File: src/rtl/inst_fetch_unit_if.sv
`default_nettype none
// ============================================================================
// inst_fetch_unit_if : imem request/response, redirect and decode channels
// Revision 1.0
// ============================================================================
interface inst_fetch_unit_if #(
    parameter int XLEN = 64
);
    logic            imem_req_valid;
    logic            imem_req_ready;
    logic [XLEN-1:0] imem_req_addr;
    logic            imem_rsp_valid;
    logic [31:0]     imem_rsp_data;
    logic            imem_rsp_err;
    logic            redirect_valid;
    logic [XLEN-1:0] redirect_pc;
    logic            out_valid;
    logic            out_ready;
    logic [31:0]     out_inst;
    logic [XLEN-1:0] out_pc;
    logic            out_fault;

    modport master (
        output imem_req_valid, imem_req_addr,
        input  imem_req_ready,
        input  imem_rsp_valid, imem_rsp_data, imem_rsp_err,
        input  redirect_valid, redirect_pc,
        output out_valid, out_inst, out_pc, out_fault,
        input  out_ready
    );

    modport slave (
        input  imem_req_valid, imem_req_addr,
        output imem_req_ready,
        output imem_rsp_valid, imem_rsp_data, imem_rsp_err,
        output redirect_valid, redirect_pc,
        input  out_valid, out_inst, out_pc, out_fault,
        output out_ready
    );
endinterface
`default_nettype wire

File: src/rtl/inst_fetch_unit.sv
`default_nettype none
// ============================================================================
// inst_fetch_unit : fetch PC, single-outstanding imem requests, instruction FIFO
// Revision 1.0
// ============================================================================
module inst_fetch_unit #(
    parameter int          XLEN      = 64,
    parameter logic [63:0] RESET_PC  = 64'h8000_0000,
    parameter int          BUF_DEPTH = 2
) (
    input  logic              clk,
    input  logic              rst_n,
    inst_fetch_unit_if.master ifu_io
);
    localparam int              AW      = $clog2(BUF_DEPTH);
    localparam logic [31:0]     c_nop   = 32'h0000_0013;
    localparam logic [AW:0]     c_depth = BUF_DEPTH[AW:0];
    localparam logic [XLEN-1:0] c_step  = {{(XLEN-3){1'b0}}, 3'b100};

    typedef enum logic [1:0] {
        S_FETCH = 2'd0,
        S_WAIT  = 2'd1,
        S_DRAIN = 2'd2,
        S_HALT  = 2'd3
    } state_t;

    state_t          state_q;
    logic [XLEN-1:0] fetch_pc_q;
    logic [XLEN-1:0] req_pc_q;
    logic            req_valid_q;

    logic [XLEN-1:0] buf_pc_q    [BUF_DEPTH];
    logic [31:0]     buf_inst_q  [BUF_DEPTH];
    logic            buf_fault_q [BUF_DEPTH];
    logic [AW:0]     wr_ptr_q;
    logic [AW:0]     rd_ptr_q;
    logic [XLEN-1:0] last_pc_q;
    logic [31:0]     last_inst_q;
    logic            last_fault_q;

    logic            w_redirect;
    logic            w_misalign;
    logic            w_req_fire;
    logic            w_rsp;
    logic [AW:0]     w_count;
    logic [AW:0]     w_count_nxt;
    logic            w_credit;
    logic            w_out_valid;
    logic            w_pop;
    logic [AW-1:0]   w_rd_idx;
    logic [AW-1:0]   w_wr_idx;
    logic            w_push;
    logic [XLEN-1:0] w_push_pc;
    logic [31:0]     w_push_inst;
    logic            w_push_fault;
    state_t          w_redir_state;

    assign w_redirect  = ifu_io.redirect_valid;
    assign w_misalign  = |ifu_io.redirect_pc[1:0];
    assign w_req_fire  = req_valid_q && ifu_io.imem_req_ready;
    assign w_rsp       = ifu_io.imem_rsp_valid;
    assign w_count     = wr_ptr_q - rd_ptr_q;
    assign w_out_valid = (w_count != '0);
    assign w_pop       = w_out_valid && ifu_io.out_ready;
    assign w_rd_idx    = rd_ptr_q[AW-1:0];
    assign w_wr_idx    = wr_ptr_q[AW-1:0];

    // A misaligned redirect shares the push path so it lands in the freshly flushed buffer.
    always_comb begin
        w_push       = 1'b0;
        w_push_pc    = req_pc_q;
        w_push_inst  = ifu_io.imem_rsp_data;
        w_push_fault = ifu_io.imem_rsp_err;
        if (w_redirect) begin
            if (w_misalign) begin
                w_push       = 1'b1;
                w_push_pc    = ifu_io.redirect_pc;
                w_push_inst  = c_nop;
                w_push_fault = 1'b1;
            end
        end else if (state_q == S_WAIT && w_rsp) begin
            w_push = 1'b1;
            if (ifu_io.imem_rsp_err) begin
                w_push_inst = c_nop;
            end
        end
    end

    always_comb begin
        if (w_redirect) begin
            w_count_nxt = {{AW{1'b0}}, w_push};
        end else begin
            w_count_nxt = w_count + {{AW{1'b0}}, w_push} - {{AW{1'b0}}, w_pop};
        end
    end

    assign w_credit = (w_count_nxt < c_depth);

    always_comb begin
        w_redir_state = S_FETCH;
        if (w_misalign) begin
            w_redir_state = S_HALT;
        end else begin
            case (state_q)
                S_WAIT:  w_redir_state = w_rsp ? S_FETCH : S_DRAIN;
                S_FETCH: w_redir_state = w_req_fire ? S_DRAIN : S_FETCH;
                S_DRAIN: w_redir_state = w_rsp ? S_FETCH : S_DRAIN;
                default: w_redir_state = S_FETCH;
            endcase
        end
    end

    always_ff @(posedge clk or negedge rst_n) begin
        if (!rst_n) begin
            state_q     <= S_FETCH;
            fetch_pc_q  <= RESET_PC[XLEN-1:0];
            req_pc_q    <= '0;
            req_valid_q <= 1'b0;
        end else if (w_redirect) begin
            fetch_pc_q  <= ifu_io.redirect_pc;
            state_q     <= w_redir_state;
            req_valid_q <= (w_redir_state == S_FETCH) && w_credit;
        end else begin
            case (state_q)
                S_FETCH: begin
                    if (w_req_fire) begin
                        req_pc_q    <= fetch_pc_q;
                        fetch_pc_q  <= fetch_pc_q + c_step;
                        state_q     <= S_WAIT;
                        req_valid_q <= 1'b0;
                    end else begin
                        req_valid_q <= w_credit;
                    end
                end
                S_WAIT: begin
                    if (w_rsp) begin
                        state_q     <= ifu_io.imem_rsp_err ? S_HALT : S_FETCH;
                        req_valid_q <= !ifu_io.imem_rsp_err && w_credit;
                    end
                end
                S_DRAIN: begin
                    if (w_rsp) begin
                        state_q     <= S_FETCH;
                        req_valid_q <= w_credit;
                    end
                end
                default: begin
                    req_valid_q <= 1'b0;
                end
            endcase
        end
    end

    always_ff @(posedge clk or negedge rst_n) begin
        if (!rst_n) begin
            wr_ptr_q     <= '0;
            rd_ptr_q     <= '0;
            last_pc_q    <= '0;
            last_inst_q  <= '0;
            last_fault_q <= 1'b0;
        end else begin
            if (w_out_valid) begin
                last_pc_q    <= buf_pc_q[w_rd_idx];
                last_inst_q  <= buf_inst_q[w_rd_idx];
                last_fault_q <= buf_fault_q[w_rd_idx];
            end
            if (w_push) begin
                wr_ptr_q <= wr_ptr_q + 1'b1;
            end
            if (w_redirect) begin
                rd_ptr_q <= wr_ptr_q;
            end else if (w_pop) begin
                rd_ptr_q <= rd_ptr_q + 1'b1;
            end
        end
    end

    always_ff @(posedge clk) begin
        if (w_push) begin
            buf_pc_q[w_wr_idx]    <= w_push_pc;
            buf_inst_q[w_wr_idx]  <= w_push_inst;
            buf_fault_q[w_wr_idx] <= w_push_fault;
        end
    end

    assign ifu_io.imem_req_valid = req_valid_q;
    assign ifu_io.imem_req_addr  = fetch_pc_q;
    assign ifu_io.out_valid      = w_out_valid;
    assign ifu_io.out_inst       = w_out_valid ? buf_inst_q[w_rd_idx]  : last_inst_q;
    assign ifu_io.out_pc         = w_out_valid ? buf_pc_q[w_rd_idx]    : last_pc_q;
    assign ifu_io.out_fault      = w_out_valid ? buf_fault_q[w_rd_idx] : last_fault_q;
endmodule
`default_nettype wire

File: src/flat_wrapper.sv
// flat-port wrapper written by rule: the top's interface ports become plain ports
module inst_fetch_unit_flat 
#(
    parameter int          XLEN      = 64,
    parameter logic [63:0] RESET_PC  = 64'h8000_0000,
    parameter int          BUF_DEPTH = 2
)
  (clk, rst_n, ifu_io_imem_req_valid, ifu_io_imem_req_addr, ifu_io_imem_req_ready, ifu_io_imem_rsp_valid, ifu_io_imem_rsp_data, ifu_io_imem_rsp_err, ifu_io_redirect_valid, ifu_io_redirect_pc, ifu_io_out_valid, ifu_io_out_inst, ifu_io_out_pc, ifu_io_out_fault, ifu_io_out_ready);
  inst_fetch_unit_if #(.XLEN(XLEN)) ifu_io_i ();
  input  logic clk;
  input  logic rst_n;
  output wire logic [$bits(ifu_io_i.imem_req_valid)-1:0] ifu_io_imem_req_valid;
  output wire logic [$bits(ifu_io_i.imem_req_addr)-1:0] ifu_io_imem_req_addr;
  input wire logic [$bits(ifu_io_i.imem_req_ready)-1:0] ifu_io_imem_req_ready;
  input wire logic [$bits(ifu_io_i.imem_rsp_valid)-1:0] ifu_io_imem_rsp_valid;
  input wire logic [$bits(ifu_io_i.imem_rsp_data)-1:0] ifu_io_imem_rsp_data;
  input wire logic [$bits(ifu_io_i.imem_rsp_err)-1:0] ifu_io_imem_rsp_err;
  input wire logic [$bits(ifu_io_i.redirect_valid)-1:0] ifu_io_redirect_valid;
  input wire logic [$bits(ifu_io_i.redirect_pc)-1:0] ifu_io_redirect_pc;
  output wire logic [$bits(ifu_io_i.out_valid)-1:0] ifu_io_out_valid;
  output wire logic [$bits(ifu_io_i.out_inst)-1:0] ifu_io_out_inst;
  output wire logic [$bits(ifu_io_i.out_pc)-1:0] ifu_io_out_pc;
  output wire logic [$bits(ifu_io_i.out_fault)-1:0] ifu_io_out_fault;
  input wire logic [$bits(ifu_io_i.out_ready)-1:0] ifu_io_out_ready;
  assign ifu_io_imem_req_valid = ifu_io_i.imem_req_valid;
  assign ifu_io_imem_req_addr = ifu_io_i.imem_req_addr;
  assign ifu_io_i.imem_req_ready = ifu_io_imem_req_ready;
  assign ifu_io_i.imem_rsp_valid = ifu_io_imem_rsp_valid;
  assign ifu_io_i.imem_rsp_data = ifu_io_imem_rsp_data;
  assign ifu_io_i.imem_rsp_err = ifu_io_imem_rsp_err;
  assign ifu_io_i.redirect_valid = ifu_io_redirect_valid;
  assign ifu_io_i.redirect_pc = ifu_io_redirect_pc;
  assign ifu_io_out_valid = ifu_io_i.out_valid;
  assign ifu_io_out_inst = ifu_io_i.out_inst;
  assign ifu_io_out_pc = ifu_io_i.out_pc;
  assign ifu_io_out_fault = ifu_io_i.out_fault;
  assign ifu_io_i.out_ready = ifu_io_out_ready;
  inst_fetch_unit #(.XLEN(XLEN), .RESET_PC(RESET_PC), .BUF_DEPTH(BUF_DEPTH)) u_core (.clk(clk), .rst_n(rst_n), .ifu_io(ifu_io_i));
endmodule
File: config.mk
export PLATFORM = sky130hd
export DESIGN_NAME = inst_fetch_unit_flat
export DESIGN_NICKNAME = d
export VERILOG_FILES = /design/src/rtl/inst_fetch_unit_if.sv /design/src/rtl/inst_fetch_unit.sv /design/src/flat_wrapper.sv
export SDC_FILE = /design/constraint.sdc
export NUM_CORES = 1
export LEC_CHECK = 0
export CAP_MARGIN = 15
export CORE_MARGIN = 4
export CORE_UTILIZATION = 55
export DETAILED_ROUTE_END_ITERATION = 10
export GPL_TIMING_DRIVEN = 1
export PLACE_DENSITY = 0.81
export RECOVER_POWER = 25
export SLEW_MARGIN = 20
export SYNTH_ARGS = -nofsm -noshare
export SYNTH_HDL_FRONTEND = slang
export SYNTH_SLANG_ARGS = --single-unit
File: constraint.sdc
create_clock -name clk -period 15 [get_ports clk]
set_input_delay 2.25 -clock clk [delete_from_list [all_inputs] [get_ports clk]]
set_output_delay 2.25 -clock clk [all_outputs]
set_load 0.05 [all_outputs]
==> results of run 1 <==
==> critical path: cells and delay by family (launching register included) <==
| kind | cells | cell delay [ps] |
|---|---|---|
| AO/OA/AOI/OAI | 1 | 350 |
| AND/OR/NAND/NOR | 2 | 1970 |
| flip-flops | 1 | 2670 |
| buffers and inverters | 2 | 1680 |
| adder cells (fa/ha/maj) | 1 | 590 |
==> cell usage after synthesis, types with 13 or more instances <==
cell type	n	area share, %
nor2_1	130	2.8
o21ai_1	17	0.48
nand3_1	25	0.71
or3_1	19	0.67
buf_2	14	0.39
inv_1	17	0.36
xnor2_1	35	1.7
nor3_1	23	0.65
o21ai_0	55	1.6
edfxtp_1	194	33
and2_1	32	1.1
mux2_2	117	7.4
dfrtp_1	231	33
nand2_1	92	1.9
a31oi_1	19	0.67
a21oi_1	106	3.0
mux2i_1	98	5.5
clkbuf_1	50	1.1
nand4_1	13	0.46
==> cell families (layout without fill, tap and decap cells) <==
kind of cell	count (synthesis)	after routing	synth area share (%)
AO/OA/AOI/OAI	209	209	6.25
XOR/XNOR	46	46	2.27
adder cells (fa/ha/maj)	7	7	0.494
buffers and inverters	93	374	2.11
flip-flops	426	426	65.6
multiplexers	215	215	13.0
other	0	2	0
AND/OR/NAND/NOR	376	376	10.4
==> path summary, 6_finish.rpt <==
path | from | end | slack [ps] | depth (start not counted)
hold reg to reg | u_core.req_pc_q[47]$_DFFE_PN0P_ | u_core.req_pc_q[47]$_DFFE_PN0P_ | 480 | 2
min in group asynchronous | rst_n | u_core.last_inst_q[24]$_DFF_PN0_ | 3980 | 1
setup / recovery | u_core.rd_ptr_q[0]$_DFFE_PN0P_ | ifu_io_out_inst[13] | 4920 | 6
setup reg to reg | u_core.rd_ptr_q[0]$_DFFE_PN0P_ | u_core.ifu_io.imem_req_valid$_DFFE_PN0P_ | 7810 | 10
hold / removal | u_core.req_pc_q[47]$_DFFE_PN0P_ | u_core.req_pc_q[47]$_DFFE_PN0P_ | 480 | 2
max in group asynchronous | rst_n | u_core.req_pc_q[17]$_DFFE_PN0P_ | 5660 | 2
==> power groups by stage <==
stage / Clock [W] / Sequential (W) / Combinational, W
global placement: 0 / 0.00182 / 0.00270
detailed placement: 0 / 0.00184 / 0.00274
floorplan: 0 / 0.00184 / 0.00186
global route: 0.00118 / 0.00186 / 0.00292
CTS: 0.00113 / 0.00182 / 0.00276
finish: 0.00111 / 0.00182 / 0.00276
==> metal layers <==
| layer | global-route usage [%] | vias to the layer above | share of wire (%) |
|---|---|---|---|
| met1 | 32.2 | 5773 | 42 |
| li1 | - | 5429 | - |
| met2 | 38.0 | 413 | 48 |
| met5 | 0 | - | 0.079 |
| met3 | 5.58 | 81 | 7.5 |
| met4 | 6.63 | 4 | 2.6 |
==> stage by stage <==
stage	instance area (um2)	cells	setup WS, ps	power, W	utilization [%]
after global placement	20700	1973	8320	0.00452	65.3
after global routing	22200	2055	3950	0.00595	69.9
after CTS	22200	2055	7600	0.00571	70.0
after detailed placement	20700	1973	8190	0.00458	65.3
after floorplan	17700	1372	6690	0.00370	-
final	22200	2057	4920	0.00569	69.9
==> area by class of cell <==
class / count / area, um2
Tap cell: 402 / 503
Clock buffer: 60 / 1230
Sequential cell: 426 / 11600
Inverter: 18 / 67.6
Timing Repair Buffer: 274 / 2710
Clock inverter: 22 / 249
Antenna cell: 2 / 5.00
Fill cell: 2150 / 9540
Multi-Input combinational cell: 853 / 5780
==> state kept, by name (all words and copies together), names as in the netlist <==
register and count:
u_core.buf_pc_q 128, u_core.buf_inst_q 64, u_core.ifu_io.imem_req_addr 64, u_core.last_pc_q 64
u_core.req_pc_q 64, u_core.last_inst_q 32, u_core.buf_fault_q 2, u_core.rd_ptr_q 2
u_core.state_q 2, u_core.wr_ptr_q 2, u_core.ifu_io.imem_req_valid 1, u_core.last_fault_q 1
==> impl_metrics.json, run 1 <==
{
  "ant_nets": 0,
  "synth-edff-count": 194,
  "die_area_um2": 35200,
  "wl_mm": 42.0,
  "rsz0062_at_grt": "no",
  "ctsResizeCount": 0,
  "p_clk_share_pct": 19.5,
  "fp.coreArea_um2": 31700,
  "drtIter0Drc": 863,
  "synth.ff_latch_count": 426,
  "worst_path_max_delay_cell": "dfrtp_1",
  "final_common_cell": "clkdlybuf4s50_1",
  "worstSetupStartpointType": "flop",
  "rows": 65,
  "crit_fanout": 121,
  "p_sw_w": 0.00248,
  "outcome": "finished with violations",
  "grt_pass1_wl_mm": 66.5,
  "overflow": 0,
  "clk_latency_ps": 540,
  "grt_max_degree": 122,
  "ctsHtreeMaxLevel": 2,
  "synth_cell_types": 50,
  "setup_total_negative_slack_ps": 0,
  "slew_headroom_pct": -310,
  "worst-setup-path-type": "reg -> out",
  "cts_setup_buffers": 0,
  "final_cell_mix": "260 x clkdlybuf4s50_1, 231 x dfrtp_1, 194 x edfxtp_1",
  "drv_cap": 5,
  "clock_path_buffers": 3,
  "violations": "max-capacitance violations, max-slew violations",
  "antenna_found_initial": 4,
  "power_frac_comb_pct": 48.5,
  "setup_violations": 0,
  "finalCritPeriodShare_pct": 67.2,
  "synth_area_um2": 17700,
  "wl_per_cell_um": 20.4,
  "die_h_um": 188,
  "cts_hold_buf": 0,
  "yosysWarnings": 0,
  "synth_area_per_cell_um2": 12.9,
  "via_per_inst": 5.69,
  "power_density_nw_per_um2": 257,
  "whs_ps": 479,
  "cp_data_required_time_ps": 12750,
  "synth_async_sr_flop_share_pct": 54.5,
  "cts_tree": "done",
  "slew_viol_final": 375,
  "cts_buffers": 44,
  "end_kind": "primary output",
  "dr.pass1.iters": 5,
  "numPortBuffers": 265,
  "skew_ps": 13.3,
  "area_growth_syn_to_layout_pct": 25.0,
  "clockRootBuffer": "clkbuf_16",
  "fin_nets": 1727,
  "cts_sinks": 426,
  "drive_gt1_share_pct": 12.5,
  "io_pins": 266,
  "clkTransAtPathRegs_ps": 60,
  "dp_hpwl_mm": 26.4,
  "synth_fp_nets": 1482,
  "synth_cells": 1372,
  "critical-path-max-stage-delay_ps": 2670,
  "ys_seq_area_share_pct": 65.6,
  "initial_core_util_pct": 55.9,
  "place.gp.congestion": 0.797,
  "internal-power_w": 0.00321,
  "static-leakage-power_nw": 8.75,
  "hold_class": "reg -> reg",
  "drc": 0,
  "seqPwrFrac_pct": 32.0,
  "hold_viol": 0,
  "dieWidth_um": 188,
  "worstPathArrival_ps": 7830,
  "track_usage_pct": 23.5,
  "worst_ir_drop_vdd_mv": 0.213,
  "max_freq_mhz": 99.2,
  "period_minus_slack_ps": 10080,
  "dr_total_vias": 11700,
  "first_global_vias": 12000,
  "crit_chain": "ha_1 > nand2_1 > buf_6 > nor2_1 > a21oi_1 > clkdlybuf4s50_1",
  "synth_ff_type": "dfrtp_1",
  "tightest_slew_ps": 6150,
  "swShare_pct": 43.6
}
Power figures use the tool's default switching activity.
==> inputs of run 2 (changes only) <==
--- a/config.mk
+++ b/config.mk
@@ -7,10 +7,10 @@
 export LEC_CHECK = 0
 export CAP_MARGIN = 15
 export CORE_MARGIN = 4
-export CORE_UTILIZATION = 55
+export CORE_UTILIZATION = 54
 export DETAILED_ROUTE_END_ITERATION = 10
 export GPL_TIMING_DRIVEN = 1
-export PLACE_DENSITY = 0.81
+export PLACE_DENSITY = 0.8
 export RECOVER_POWER = 25
 export SLEW_MARGIN = 20
 export SYNTH_ARGS = -nofsm -noshare
==> constraint.sdc (replaced) <==
create_clock -name clk -period 10.3 [get_ports clk]
set_input_delay 1.545 -clock clk [delete_from_list [all_inputs] [get_ports clk]]
set_output_delay 1.545 -clock clk [all_outputs]
set_load 0.05 [all_outputs]
==> impl_metrics.json, run 2 (synthesis results as in run 1) <==
{
  "outcome": "finished with violations",
  "violations": "max-capacitance violations, max-slew violations",
  "cts_setup_buffers": 0,
  "worstPathArrival_ps": 6120,
  "whs_ps": 483,
  "dr_total_vias": 11700,
  "via_per_inst": 5.59,
  "path_buf_inv": 2,
  "place_area_um2": 20800,
  "min_to": "u_core.req_pc_q[45]$_DFFE_PN0P_",
  "final_cell_mix": "260 x clkdlybuf4s50_1, 231 x dfrtp_1, 194 x edfxtp_1",
  "worstSetupStartpointType": "flop",
  "fill_cells": 2327,
  "critical-path-max-stage-delay_ps": 2210,
  "hold_viol": 0,
  "antenna_found_initial": 6,
  "track_usage_pct": 23.3,
  "cp_data_required_time_ps": 8760,
  "power_density_nw_per_um2": 370,
  "finalCritPeriodShare_pct": 74.4,
  "period_minus_slack_ps": 7670,
  "static-leakage-power_nw": 8.76,
  "final_core_util_pct": 68.4,
  "cts_tree": "done",
  "grt_max_degree": 100,
  "rsz0062_at_grt": "no",
  "fin_nets": 1727,
  "largest_reg_flops": 128,
  "r2r_cells": 5,
  "io_pins": 266,
  "numPortBuffers": 265,
  "drc": 0,
  "drtIter0Drc": 698,
  "clk_latency_ps": 540,
  "rows": 66,
  "fp.coreArea_um2": 32500,
  "dp_hpwl_mm": 27.0,
  "max_freq_mhz": 130,
  "slew_headroom_pct": -229,
  "skew_ps": 25.8,
  "holdPathStages": 2,
  "setup_total_negative_slack_ps": 0,
  "crit_fanout": 99,
  "drive_gt1_share_pct": 12.7,
  "ctsResizeCount": 0,
  "end_kind": "primary output",
  "tightest_slew_ps": 4940,
  "cts_sinks": 426,
  "place.gp.congestion": 0.823,
  "ctsHtreeMaxLevel": 2,
  "dieWidth_um": 189,
  "dr.pass1.iters": 5,
  "r2r_end": "u_core.last_inst_q[0]$_DFF_PN0_",
  "final_common_cell": "clkdlybuf4s50_1",
  "grt_pass1_wl_mm": 66.4,
  "worst_ir_drop_vdd_mv": 0.266,
  "area_growth_syn_to_layout_pct": 25.0,
  "clkTransAtPathRegs_ps": 60,
  "min_from": "u_core.req_pc_q[45]$_DFFE_PN0P_",
  "rrSetupSlack_ps": 5470,
  "die_h_um": 189,
  "clock_path_buffers": 3,
  "first_global_vias": 12000,
  "clockRootBuffer": "clkbuf_16",
  "hold_class": "reg -> reg",
  "overflow": 0,
  "initial_core_util_pct": 54.7,
  "worst_path_max_delay_cell": "dfrtp_1",
  "r2r_start": "u_core.rd_ptr_q[0]$_DFFE_PN0P_",
  "worst-setup-path-type": "reg -> out",
  "die_area_um2": 35800,
  "slew_viol_final": 288,
  "crit_chain": "ha_1 > nand2_4 > buf_4 > nor2_1 > a21oi_1 > clkdlybuf4s50_1",
  "drv_cap": 4,
  "crit_family": "flip-flops",
  "ant_nets": 0,
  "max_flop_register": "u_core.buf_pc_q",
  "setup_violations": 0,
  "fin_area_um2": 22200,
  "cts_hold_buf": 0,
  "wl_per_cell_um": 20.1,
  "cts_buffers": 43,
  "wl_mm": 42.2,
  "power.total_w": 0.00821
}
-- run 2: cell count changes in the layout (fill, tap and decap cells not counted), moves of 2 or more --
cell / before / now
clkinvlp_4: 2 / 0
clkinv_1: 7 / 3
buf_4: 6 / 9
clkbuf_2: 0 / 2
buf_6: 2 / 0
clkinv_2: 4 / 7
bufinv_16: 5 / 3
clkbuf_8: 5 / 9
-- run 2: metrics by stage --
stage | setup WS, ps | cells
finish | 2630 | 2095
detailed placement | 4440 | 2014
floorplan | 2690 | 1372
CTS | 3880 | 2094
global route | 2180 | 2094
global placement | 4620 | 2014
-- run 2: metal layers --
layer | share of wire [%] | up-vias | global-route usage (%)
met1 | 42 | 5822 | 31.6
met5 | 0.20 | - | 0
li1 | - | 5419 | -
met3 | 7.4 | 82 | 5.27
met4 | 2.3 | 12 | 6.12
met2 | 48 | 375 | 38.7
-- run 2: how the worst max path moves through the flow --
stage / start / end / slack (ps) / depth (start not counted)
detailed placement: u_core.rd_ptr_q[0]$_DFFE_PN0P_ / ifu_io_out_inst[16] / 4440 / 6
finish: u_core.rd_ptr_q[0]$_DFFE_PN0P_ / ifu_io_out_pc[41] / 2630 / 6
floorplan: ifu_io_redirect_valid / u_core.buf_fault_q[0]$_DFFE_PP_ / 2690 / 5
global route: u_core.rd_ptr_q[0]$_DFFE_PN0P_ / ifu_io_out_pc[41] / 2180 / 6
CTS: u_core.rd_ptr_q[0]$_DFFE_PN0P_ / ifu_io_out_inst[15] / 3880 / 6
global placement: u_core.rd_ptr_q[0]$_DFFE_PN0P_ / ifu_io_out_inst[15] / 4620 / 6
-- run 2: final cells by class --
cell class / instances / area [um2] / share of cell area, %
Tap cell: 442 / 553 / 2.49
Inverter: 18 / 67.6 / 0.305
Clock inverter: 15 / 161 / 0.727
Antenna cell: 1 / 2.50 / 0.0113
Clock buffer: 65 / 1270 / 5.72
Multi-Input combinational cell: 853 / 5790 / 26.1
Sequential cell: 426 / 11600 / 52.4
Timing Repair Buffer: 275 / 2710 / 12.2
-- run 2: worst reg2reg max path: cells and delay by family, from the launching register on --
kind            cells  cell delay (ps)
flops               1             2210
simple gates        2              870
buf+inv             1              860
fa+ha+maj           1              560
compound gates      1              240
-- run 2: where the power goes --
part | internal [W] | switching [W] | total [W]
Sequential | 0.00239 | 0.000246 | 0.00264
Clock | 0.000928 | 0.000629 | 0.00156
Combinational | 0.00129 | 0.00272 | 0.00401
